`src/rtl/shift_sequencer.sv`:
```
// shift_sequencer
//
// Turns a serial-load command into one bit per clock on the serial inputs of
// the 4-bit bidirectional shift register. When the load is done it returns a
// snapshot of the register's parallel output. The register shifts on every
// clock and has no enable, so this block drives its serial inputs all the
// time. Whenever no command bit is being presented, both serial inputs carry
// FILL.
//
// Ports
//   clk, rst_n        clock; synchronous active-low reset
//   cmd_valid/ready   command handshake (ready only in IDLE)
//   cmd_dir           1 = load through si_left, 0 = load through si_right
//   cmd_len           bits to shift; 0 = snapshot only; clamped to DW
//   cmd_data          payload, sent LSB first
//   sr_direction      register direction pin (registered)
//   sr_si_left/right  register serial inputs (registered)
//   sr_out            register parallel output
//   rsp_valid/ready   snapshot handshake
//   rsp_data          sr_out captured after exactly len_eff shifts
//   busy              high whenever not IDLE
module shift_sequencer #(
  parameter int   DW   = 8,
  parameter int   LW   = 4,
  parameter int   SRW  = 4,
  parameter logic FILL = 1'b0
) (
  input  logic           clk,
  input  logic           rst_n,
  input  logic           cmd_valid,
  output logic           cmd_ready,
  input  logic           cmd_dir,
  input  logic [LW-1:0]  cmd_len,
  input  logic [DW-1:0]  cmd_data,
  output logic           sr_direction,
  output logic           sr_si_left,
  output logic           sr_si_right,
  input  logic [SRW-1:0] sr_out,
  output logic           rsp_valid,
  input  logic           rsp_ready,
  output logic [SRW-1:0] rsp_data,
  output logic           busy
);

  localparam logic [1:0] S_IDLE  = 2'd0;
  localparam logic [1:0] S_SHIFT = 2'd1;
  localparam logic [1:0] S_CAPT  = 2'd2;
  localparam logic [1:0] S_RESP  = 2'd3;

  logic [1:0]    state;
  logic [DW-1:0] data_q;   // remaining payload; bit 0 is the next bit to present
  logic [LW-1:0] len_q;
  logic [LW-1:0] idx;
  logic [LW-1:0] len_eff;
  logic          last_bit;

  assign len_eff   = (cmd_len > LW'(DW)) ? LW'(DW) : cmd_len;
  assign last_bit  = (idx + LW'(1)) == len_q;

  assign cmd_ready = (state == S_IDLE);
  assign busy      = (state != S_IDLE);
  assign rsp_valid = (state == S_RESP);

  always_ff @(posedge clk) begin
    if (!rst_n) begin
      state        <= S_IDLE;
      data_q       <= '0;
      len_q        <= '0;
      idx          <= '0;
      sr_direction <= 1'b0;
      sr_si_left   <= FILL;
      sr_si_right  <= FILL;
      rsp_data     <= '0;
    end else begin
      // Serial inputs fall back to FILL unless a command bit is loaded below.
      sr_si_left  <= FILL;
      sr_si_right <= FILL;
      case (state)
        S_IDLE: begin
          if (cmd_valid) begin
            // Bit 0 goes onto the pins at the accept edge, so the register
            // takes it in on the very next edge.
            data_q       <= cmd_data >> 1;
            len_q        <= len_eff;
            idx          <= '0;
            sr_direction <= cmd_dir;
            if (len_eff != '0) begin
              state <= S_SHIFT;
              if (cmd_dir) sr_si_left  <= cmd_data[0];
              else         sr_si_right <= cmd_data[0];
            end else begin
              state <= S_CAPT;
            end
          end
        end
        S_SHIFT: begin
          idx <= idx + LW'(1);
          // sr_direction holds the latched dir for the whole command.
          if (last_bit) begin
            state <= S_CAPT;
          end else begin
            data_q <= data_q >> 1;
            if (sr_direction) sr_si_left  <= data_q[0];
            else              sr_si_right <= data_q[0];
          end
        end
        S_CAPT: begin
          // sr_out here reflects exactly len_eff command shifts.
          rsp_data <= sr_out;
          state    <= S_RESP;
        end
        S_RESP: begin
          if (rsp_ready) state <= S_IDLE;
        end
        default: state <= S_IDLE;
      endcase
    end
  end

endmodule

```
`config.mk`:
```
export PLATFORM = sky130hd
export DESIGN_NAME = shift_sequencer
export DESIGN_NICKNAME = d
export VERILOG_FILES = /design/src/rtl/shift_sequencer.sv
export SDC_FILE = /design/constraint.sdc
export NUM_CORES = 1
export LEC_CHECK = 0
export CORE_AREA = 2 2 51 53
export DETAILED_ROUTE_END_ITERATION = 16
export DIE_AREA = 0 0 53 55
export DONT_BUFFER_PORTS = 1
export GPL_TIMING_DRIVEN = 0
export PLACE_DENSITY = 0.75
export SYNTH_ARGS = -nofsm -noshare
export SYNTH_HDL_FRONTEND = slang
export SYNTH_SLANG_ARGS = --single-unit
export TNS_END_PERCENT = 20
```
`constraint.sdc`:
```
create_clock -name clk -period 3.34 [get_ports clk]
set_input_delay 0.835 -clock clk [delete_from_list [all_inputs] [get_ports clk]]
set_output_delay 0.835 -clock clk [all_outputs]
set_load 0.1 [all_outputs]
```
# Word-level counts from Yosys, hierarchy flattened
# Cells that the tools add are included.
[op_classes]
shift = 0
bitwise = 0
n_addsub = 1
n_lt_le_gt_ge = 1
eq_ne = 8
reduce_logical = 8
div = 0
muxes = 23
mul = 0
[ops]
columns = ["cell", "count"]
rows = [
  ["$mux W8", 2],
  ["$pmux W8 S2", 1],
  ["$mux W1", 10],
  ["$mux W2", 4],
  ["$mux W4", 2],
  ["$pmux W2 S4", 1],
  ["$pmux W4 S2", 1],
  ["$ne A2 B2 Y1 const B", 3],
  ["$reduce_and A3 Y1", 2],
  ["$add A4 B1 Y4 const B", 1],
  ["$eq A2 B2 Y1 const B", 2],
  ["$eq A4 B4 Y1", 1],
  ["$gt A4 B4 Y1 const B", 1],
  ["$pmux W1 S2", 2],
  ["$reduce_and A2 Y1", 2],
  ["$reduce_bool A2 Y1", 2],
  ["$reduce_bool A4 Y1", 1],
  ["$eq A2 B1 Y1 const B", 1],
  ["$logic_not A2 Y1", 1],
  ["$ne A2 B1 Y1 const B", 1],
]
[word_totals]
latch_bits = 0
reg_bits = 25
elab_cells = 49
input_bits = 21
ram_bits = 0
memories = 0
mem_bits_ro = 0

# Longest topological paths before layout
# Gate-level depths: netlist of run 1.
[logic_depth]
word_depth = 6
depth_mapped = 8
mapped_depth_nobuf = 7

# Worst setup path after synthesis of run 1
# Ideal clock, no wire load.
[synth_path]
path_kind = "register to output"
from = "register state[0]"
to = "output port busy"
path_stages_with_launch = 5
t_arrival_ns = 1.897
path_slack_ns = 0.608
t_required_ns = 2.505
path_buffers = 1
path_cell_list = "dfxtp_1 > inv_1 > ha_1 > buf_2 > inv_1"
[synth_via]
elab_chain_cells = 1
[synth_rtl]
columns = ["element", "line", "text"]
rows = [
  ["from (decl)", "50", "logic [1:0] state;"],
  ["from (signal assigned)", "66", "state <= S_IDLE;"],
  ["from (signal assigned)", "88", "state <= S_SHIFT;"],
  ["from (signal assigned)", "92", "state <= S_CAPT;"],
  ["$reduce_bool A2 Y1", "61", "assign busy = (state != S_IDLE);"],
  ["to (decl)", "42", "output logic busy"],
]
# Every way passes these cells.

# Final worst setup path of run 1
# Ends and elaborated chain as after synthesis.

==> flow_summary_export.csv, run 1 <==
group,metric,value,unit
status,status,"finished, final reports clean",
clock_network,cts_buffers,3,
synth,synth_nets,154,
synth,ys_ff_latch,24,
timing,fin_setup_tns,0,ns
worst_setup_path,rr_startpoint,"state[0]",
worst_setup_path,cp-end-kind,"output pin",
worst_setup_path,path_max_fanout,10,
synth,synth_edf_count,0,
timing,drv_slew,0,
worst_setup_path,r2r_slack,0.58,ns
placed_design,hpwlAfterDp,1.771,mm
clock_network,cts_resized,0,
detailed_routing,first_pass_iters,4,
timing,hold_viol_final,0,
pwr,irDropWorstVdd,542.5,uV
synth,synth_ff_type,"dfxtp_1",
detailed_routing,drt_wl_total,2.319,mm
synth,synth.top_cell.area_share,0.4125,
worst_setup_path,crit_start,"state[0]",
clock_network,hold_buffers,0,
cells_and_area,layout_common_cells,"dfxtp_1 (24), nor2_1 (14), nand2_1 (11)",
synth,ys_warn_count,0,
placed_design,io_buffers,0,
floorplan,fp.dieW,53,um
global_route,grt_pass1_wl,3.705,mm
cells_and_area,areaGrowthSynthToFinish,5.155,%
timing,worst_slew_pin_slew,1.028,ns
detailed_routing,via_per_inst,5.677,
clock_network,cts_setup_buffers,0,
detailed_routing,drt_iter0_drc,12,
cells_and_area,nNetsFinal,159,
floorplan,initial_core_util,0.4926,
clock_network,cts_num_sinks,24,
synth,ys_seq_area_frac,0.4125,
global_route,grt_pass1_vias,847,
synth,syn_inst,128,
worst_setup_path,crit_end,"busy",
synth,synth.distinct_cells,37,
global_route,overflow,0,
cells_and_area,register_area,480.5,um2
synth,synth_area_leader_cell,"dfxtp_1",
detailed_routing,ant_nets,0,
synth,syn_avg_cell_area,9.101,um2
clock_network,insertion_delay,0.31,ns
timing,fin_crit_sh,0.9647,
clock_network,cts_tree,"built",
worst_setup_path,worstPathArrival,2.39,ns
cells_and_area,antenna_cells,0,
detailed_routing,avgRoutedWirePerCell,14.40,um
cells_and_area,fill_cells,222,
worst_setup_path,r2r_cells,8,
timing,finClkSkew,0.004850,ns
clock_network,clk_pin_slew,0.13,ns
floorplan,fp-row-count,18,
global_route,antenna_found_initial,0,
worst_setup_path,crit_required,2.50,ns
detailed_routing,drc,0,
timing,finalSetupViolations,0,
floorplan,io_pins,31,
synth,async_reset_ff_frac,0,
timing,slew-limit-headroom,0.3134,
global_route,grt_util_all_layers,0.1764,
cells_and_area,mostFrequentLayoutCell,"dfxtp_1",
worst_hold_path,hp-class,"reg -> reg",
cells_and_area,drive_gt1_frac,0.07634,
timing,rsz0062_at_grt,"false",
synth,synth_area,1165,um2
worst_setup_path,crit_type,"reg -> out",
global_route,grt_max_degree,13,
floorplan,die_area,2915,um2
synth,synth_area_leaders,"dfxtp_1 (41%), ha_1 (5.4%), mux2i_1 (5.2%)",
floorplan,core,2365,um2
worst_setup_path,start_kind,"flop",
worst_setup_path,r2r_end,"data_q[5]",
placed_design,place.gp.congestion,0.6930,
pwr,power_density,938.7,nW/um2
job,max_cap_violations,0,
clock_network,root_buffer,"clkbuf_4",
timing,period_needed,3.222,ns
cells_and_area,multi_input_area,634.4,um2
clock_network,htree_levels,1,
floorplan,die_y,55,um
pwr,cellLeakagePower,0.4669,nW
detailed_routing,dr_total_vias,914,
timing,max_freq,0.3104,GHz
clock_network,cts_buffer_depth,2,
pwr,power.total,1.150,mW
==> routing by layer <==
layer / vias up / global-route usage / wire [um] / part of all wire
li1: 459 / - / - / -
met1: 417 / 0.2163 / 1085 / 0.47
met2: 33 / 0.2750 / 1007 / 0.43
met3: 5 / 0.06989 / 192 / 0.083
met4: 0 / 0.07692 / 34 / 0.015
met5: - / 0 / 0 / 0
==> area by class of cell <==
| cell class | instances | share of cell area |
|---|---|---|
| multi-input cells | 91 | 0.5179 |
| flip-flops and latches | 24 | 0.3922 |
| well taps | 30 | 0.03064 |
| inverters | 8 | 0.02451 |
| clock buffers | 3 | 0.01839 |
| plain buffers | 5 | 0.01634 |
==> stage by stage <==
| stage | instance area [um2] | utilization | hold WS, ns | worst slack [ns] | cells |
|---|---|---|---|---|---|
| detailed placement | 1202 | 0.5085 | 0.4766 | 0.4914 | 158 |
| CTS | 1225 | 0.5180 | 0.4983 | 0.1206 | 161 |
| finish | 1225 | 0.5180 | 0.4979 | 0.1180 | 161 |
| global route | 1225 | 0.5180 | 0.5179 | 0.03090 | 161 |
| global placement | 1202 | 0.5085 | 0.4632 | 0.5351 | 158 |
| floorplan | 1165 | - | 0.4478 | 0.6077 | 128 |
==> cells by family (layout without fill, tap and decap cells) <==
| kind of cell | after synthesis | after routing | share of synthesized area |
|---|---|---|---|
| and+or+nand+nor | 44 | 44 | 0.1912 |
| AOI/OAI and AO/OA | 31 | 31 | 0.1987 |
| DFF | 24 | 24 | 0.4125 |
| buffers and inverters | 13 | 16 | 0.04296 |
| muxes | 6 | 6 | 0.05156 |
| adders and majority gates | 5 | 5 | 0.05371 |
| xor gates and xnor gates | 5 | 5 | 0.04941 |
==> where the power goes <==
| group | total [mW] | leakage [nW] | switching [mW] | internal [mW] |
|---|---|---|---|---|
| registers | 0.507 | 0.196 | 0.154 | 0.353 |
| clock network | 0.126 | 0.0138 | 0.0835 | 0.0422 |
| logic | 0.517 | 0.257 | 0.364 | 0.153 |
==> registers in the layout (all words and copies together), names as in the netlist <==
signal	cells
sr_si_left	1
rsp_data	4
sr_direction	1
sr_si_right	1
data_q	7
idx	4
len_q	4
state	2
==> synthesized netlist by cell type (all sizes together), types with 2 or more instances <==
master	number
a21boi	3
a21oi	9
a221o	5
and2	5
clkbuf	4
dfxtp	24
ha	5
inv	7
mux2i	6
nand2	11
nand2b	2
nand3	4
nor2	16
nor3b	4
o211ai	2
o21ai	3
o32ai	2
xnor2	2
xor2	2
==> critical path, cell delays in order, from the launching register on <==
cell	delay (ns)
dfxtp_1	0.36
inv_1	0.10
ha_1	0.83
buf_2	0.35
inv_1	0.42
==> worst min path at each step <==
| stage | start | slack, ns | to | depth (start not counted) |
|---|---|---|---|---|
| 2_1_floorplan | len_q[3] | 0.45 | len_q[3] | 2 |
| 3_3_place_gp | len_q[3] | 0.46 | len_q[3] | 2 |
| 3_5_place_dp | data_q[2] | 0.48 | data_q[1] | 1 |
| 4_1_cts | data_q[6] | 0.50 | data_q[6] | 2 |
| 5_1_grt | data_q[2] | 0.52 | data_q[1] | 1 |
| 6_report | data_q[6] | 0.50 | data_q[6] | 2 |
Note: power is estimated with default switching activity, not from simulation.
==> inputs of run 2 (changes only) <==
Settings changed: CORE_AREA 2 2 51 53 to 2 2 42 63, DIE_AREA 0 0 53 55 to 0 0 44 65, PLACE_DENSITY 0.75 to 0.76.
==> flow_summary_export.csv, run 2 (synthesis results as in run 1) <==
group,metric,value,unit
status,status,"finished, final reports clean",
placed_design,post-place-ws,0.5002,ns
floorplan,core,2367,um2
worst_setup_path,r2r_end,"data_q[3]",
global_route,grt_max_degree,14,
placed_design,io_buffers,0,
clock_network,cts_resized,0,
pwr,internal_power,571.8,uW
global_route,grt_pass1_wl,3.629,mm
global_route,grt_util_all_layers,0.1662,
clock_network,cts_buffers,3,
global_route,overflow,0,
timing,hold_viol_final,0,
clock_network,cts_tree,"built",
worst_setup_path,crit_type,"reg -> out",
pwr,clockPowerShare,0.128,
detailed_routing,avgRoutedWirePerCell,14.41,um
pwr,cellLeakagePower,0.4740,nW
floorplan,die_y,65,um
timing,setup_slack,0.1336,ns
detailed_routing,drt_iter0_drc,28,
cells_and_area,layout_common_cells,"dfxtp_1 (24), nor2_1 (14), nand2_1 (11)",
clock_network,htree_levels,1,
timing,fin_crit_sh,0.9600,
floorplan,die_area,2860,um2
pwr,power_density,949.0,nW/um2
worst_setup_path,critPathBufInv,3,
worst_hold_path,hp-class,"reg -> reg",
timing,drv_slew,0,
detailed_routing,via_per_inst,5.994,
worst_setup_path,path_delay_family,"buffers and inverters",
placed_design,hpwlAfterDp,1.772,mm
clock_network,hold_buffers,0,
pwr,swShare,0.5106,
pwr,irDropWorstVdd,554.3,uV
floorplan,fp-row-count,22,
cells_and_area,fill_cells,229,
worst_setup_path,start_kind,"flop",
cells_and_area,drive_gt1_frac,0.08333,
cells_and_area,nNetsFinal,159,
clock_network,cts_buffer_depth,2,
worst_setup_path,crit_required,2.50,ns
clock_network,clk_pin_slew,0.12,ns
timing,finalSetupViolations,0,
placed_design,place.gp.congestion,0.7296,
worst_setup_path,crit_top_cell,"inv_1",
global_route,grt_pass1_vias,876,
worst_setup_path,rr_startpoint,"state[0]",
clock_network,root_buffer,"clkbuf_4",
job,max_cap_violations,0,
detailed_routing,first_pass_iters,4,
pwr,sequentialPowerShare,0.433,
worst_setup_path,cp-end-kind,"output pin",
detailed_routing,dr_total_vias,935,
timing,max_freq,0.3119,GHz
timing,finClkSkew,0.002425,ns
worst_setup_path,critPathSlowestCell,"ha_1",
worst_setup_path,path_cells,"inv_1, ha_1, buf_2, inv_1",
worst_hold_path,hold_path_depth,1,
floorplan,io_pins,31,
clock_network,cts_num_sinks,24,
floorplan,fp.dieW,44,um
detailed_routing,ant_nets,0,
pwr,switching_power,596.6,uW
worst_setup_path,worst_path_largest_cell_delay,0.82,ns
timing,period_needed,3.206,ns
worst_setup_path,r2r_slack,0.65,ns
cells_and_area,regMostFlops,"data_q",
pwr,p_comb_frac,0.439,
worst_setup_path,critical_path_depth,4,
worst_setup_path,path_max_fanout,10,
timing,slew-limit-headroom,0.3198,
timing,rsz0062_at_grt,"false",
cells_and_area,areaGrowthSynthToFinish,5.693,%
worst_hold_path,worstHoldEndpoint,"data_q[1]",
clock_network,cts_setup_buffers,0,
timing,fin_setup_tns,0,ns
detailed_routing,drt_wl_total,2.248,mm
worst_setup_path,r2r_cells,8,
timing,worst_slew_pin_slew,1.019,ns
worst_setup_path,worstPathArrival,2.37,ns
cells_and_area,mostFrequentLayoutCell,"dfxtp_1",
clock_network,insertion_delay,0.31,ns
cells_and_area,antenna_cells,0,
global_route,antenna_found_initial,0,
worst_hold_path,worstHoldStart,"data_q[2]",
cells_and_area,largest_reg_flops,7,
detailed_routing,drc,0,
floorplan,initial_core_util,0.4921,
-- run 2: worst max-delay path by stage --
stage                         from   end  slack (ns)
after floorplan           state[0]  busy        0.61
after global placement    state[0]  busy        0.53
after detailed placement  state[0]  busy        0.50
after CTS                 state[0]  busy        0.14
after global routing      state[1]  busy        0.08
final                     state[0]  busy        0.13
-- run 2: metrics by stage --
stage                     instance area [um2]  hold slack, ns    util  std cells  power (mW)
after detailed placement                 1195          0.4699  0.5048        152       1.023
after CTS                                1231          0.4918  0.5201        156       1.172
final                                    1231          0.4963  0.5201        156       1.168
after global routing                     1231          0.5083  0.5201        156       1.233
after global placement                   1195          0.4612  0.5048        152       1.007
after floorplan                          1165          0.4478       -        128      0.9492
-- run 2: cell type report --
type	instances	area, um2	share of cell area
multi-input cells	91	634.4	0.5152
clock buffers	4	36.28	0.02947
well taps	24	30.03	0.02439
plain buffers	5	20.02	0.01626
flip-flops and latches	24	480.5	0.3902
inverters	8	30.03	0.02439
-- run 2: worst reg2reg max path, cell delays in order (launching register included) --
cell and delay, ns:
dfxtp_1 0.37, inv_1 0.09, ha_1 0.82, buf_2 0.36
nand2b_1 0.22, o211ai_1 0.19, nor2_1 0.12, and2_1 0.18
a221o_1 0.25
-- run 2: routing by layer --
layer  global-route usage  part of all wire
met1               0.1791              0.39
met2               0.3033              0.53
met3              0.03064             0.057
met4              0.06818             0.014
met5                    0                 0
-- run 2: power by group through the flow --
stage          logic, mW  clock network, mW  registers, mW
6_report           0.513              0.150          0.506
4_1_cts            0.514              0.152          0.506
3_5_place_dp       0.511                  0          0.512
5_1_grt            0.558              0.162          0.513
2_1_floorplan      0.449                  0          0.500
3_3_place_gp       0.498                  0          0.509
==> inputs of run 3 (changes only) <==
Settings changed: CORE_AREA 2 2 42 63 to 2 2 43 64, DIE_AREA 0 0 44 65 to 0 0 45 66, DONT_BUFFER_PORTS 1 to default, PLACE_DENSITY 0.76 to 0.9.
==> flow_summary_export.csv, run 3 (synthesis results as in run 1) <==
group,metric,value,unit
timing,hold_ws,0.4938,ns
global_route,grtUsageMet1,0.2074,
detailed_routing,drt_iter0_drc,44,
pwr,internal_power,639.3,uW
detailed_routing,first_pass_iters,4,
placed_design,hpwlAfterDp,1.994,mm
timing,fin_crit_sh,0.8719,
worst_setup_path,critPathSlowestCell,"clkdlybuf4s50_1",
pwr,switching_power,616.8,uW
worst_setup_path,path_max_fanout,4,
global_route,antenna_found_initial,0,
cells_and_area,nNetsFinal,189,
worst_hold_path,worstHoldStart,"sr_direction",
timing,fin_setup_tns,0,ns
global_route,grt_pass1_vias,1066,
floorplan,core,2422,um2
global_route,grt_pass1_wl,4.381,mm
global_route,grt_util_all_layers,0.1901,
detailed_routing,drt_wl_total,2.517,mm
clock_network,clk_pin_slew,0.13,ns
job,max_cap_violations,0,
status,status,"finished, final reports clean",
pwr,irDropWorstVdd,626.3,uV
detailed_routing,ant_nets,0,
floorplan,die_area,2970,um2
worst_setup_path,path_cells,"inv_1, ha_1, clkdlybuf4s50_1",
placed_design,place.gp.congestion,0.8127,
worst_setup_path,rr_startpoint,"state[0]",
cells_and_area,fill_cells,206,
global_route,use_met3,0.02459,
clock_network,cts_num_sinks,24,
cells_and_area,layout_common_cells,"clkdlybuf4s50_1 (29), dfxtp_1 (24), nor2_1 (14)",
floorplan,fp.dieW,45,um
cells_and_area,areaGrowthSynthToFinish,31.69,%
worst_hold_path,worstHoldEndpoint,"sr_direction",
worst_setup_path,crit_type,"reg -> out",
detailed_routing,dr_total_vias,1054,
detailed_routing,via_per_inst,5.667,
timing,rsz0062_at_grt,"false",
global_route,met2_usage,0.3536,
clock_network,root_buffer,"clkbuf_4",
worst_setup_path,crit_required,2.50,ns
global_route,grt-busiest-layer,"met2",
worst_setup_path,r2r_slack,1.36,ns
clock_network,cts_setup_buffers,0,
worst_hold_path,hp-class,"reg -> reg",
global_route,overflow,0,
pwr,clockPowerShare,0.123,
clock_network,cts_buffer_depth,2,
floorplan,io_pins,31,
timing,slew-limit-headroom,0.3431,
worst_hold_path,hold_path_depth,2,
pwr,cellLeakagePower,0.5995,nW
timing,period_needed,2.912,ns
cells_and_area,drive_gt1_frac,0.06790,
floorplan,initial_core_util,0.4809,
floorplan,die_y,66,um
clock_network,cts_buffers,3,
cells_and_area,final_util,0.6333,
pwr,power_density,818.9,nW/um2
worst_setup_path,cp-end-kind,"output pin",
worst_setup_path,start_kind,"flop",
floorplan,fp-row-count,22,
cells_and_area,antenna_cells,0,
cells_and_area,mostFrequentLayoutCell,"clkdlybuf4s50_1",
worst_setup_path,worstPathArrival,2.08,ns
cells_and_area,regMostFlops,"data_q",
global_route,grt_max_degree,14,
clock_network,insertion_delay,0.32,ns
worst_setup_path,worst_path_largest_cell_delay,1.13,ns
timing,max_freq,0.3434,GHz
timing,drv_slew,0,
worst_setup_path,r2r_cells,7,
timing,hold_viol_final,0,
worst_setup_path,r2r_end,"state[1]",
timing,worst_slew_pin_slew,0.9823,ns
timing,finClkSkew,0.002983,ns
placed_design,io_buffers,30,
pwr,swShare,0.4910,
clock_network,cts_tree,"built",
detailed_routing,drc,0,
pwr,p_comb_frac,0.560,
timing,finalSetupViolations,0,
clock_network,htree_levels,1,
cells_and_area,largest_reg_flops,7,
pwr,sequentialPowerShare,0.318,
detailed_routing,avgRoutedWirePerCell,13.53,um
run 3: routing by layer:
layer | wire length (um) | vias to the layer above | share of wire
met5 | 0 | - | 0
met4 | 41 | 0 | 0.016
met3 | 83 | 5 | 0.033
met2 | 1383 | 24 | 0.55
met1 | 1009 | 503 | 0.40
li1 | - | 522 | -
run 3: how the worst max path moves through the flow:
stage	startpoint	to	slack (ns)	cells past startpoint
4_1_cts	state[0]	busy	0.1	5
6_report	state[0]	cmd_ready	0.43	3
3_3_place_gp	state[0]	busy	0.49	5
2_1_floorplan	state[0]	busy	0.61	4
5_1_grt	state[1]	rsp_valid	0.37	2
3_5_place_dp	state[0]	busy	0.47	5
run 3: final cells by class:
cell class / count / area [um2] / share of cell area
Clock buffer: 4 / 36.28 / 0.02365
Timing Repair Buffer: 30 / 302.8 / 0.1974
Inverter: 8 / 30.03 / 0.01958
Tap cell: 24 / 30.03 / 0.01958
Sequential cell: 24 / 480.5 / 0.3132
Buffer: 5 / 20.02 / 0.01305
Multi-Input combinational cell: 91 / 634.4 / 0.4135
run 3: repair_timing:
item | CTS | global route
setup endpoints to repair | 0 | 1
gates resized for setup | 0 | 1
hold buffers | 0 | 0
run 3: per-stage QoR:
step                setup slack, ns  cell area, um2  instances  power [mW]
floorplan                    0.6077            1165        128      0.9492
global placement             0.4948            1495        182       1.085
CTS                         0.09696            1531        186       1.259
finish                       0.4278            1534        186       1.256
global route                 0.3657            1534        186       1.333
detailed placement           0.4710            1495        182       1.109
run 3: power groups by stage:
stage | Clock [mW] | Combinational [mW] | Sequential (mW)
5_1_grt | 0.172 | 0.753 | 0.408
3_3_place_gp | 0 | 0.684 | 0.401
4_1_cts | 0.155 | 0.705 | 0.399
6_report | 0.154 | 0.703 | 0.399
2_1_floorplan | 0 | 0.449 | 0.500
3_5_place_dp | 0 | 0.703 | 0.406
run 3: worst max-delay path, delay by kind of cell, from the launching register on:
kind / cells / cell delay [ns]
buffers and inverters: 2 / 1.22
flip-flops: 1 / 0.37
adder cells (fa/ha/maj): 1 / 0.17
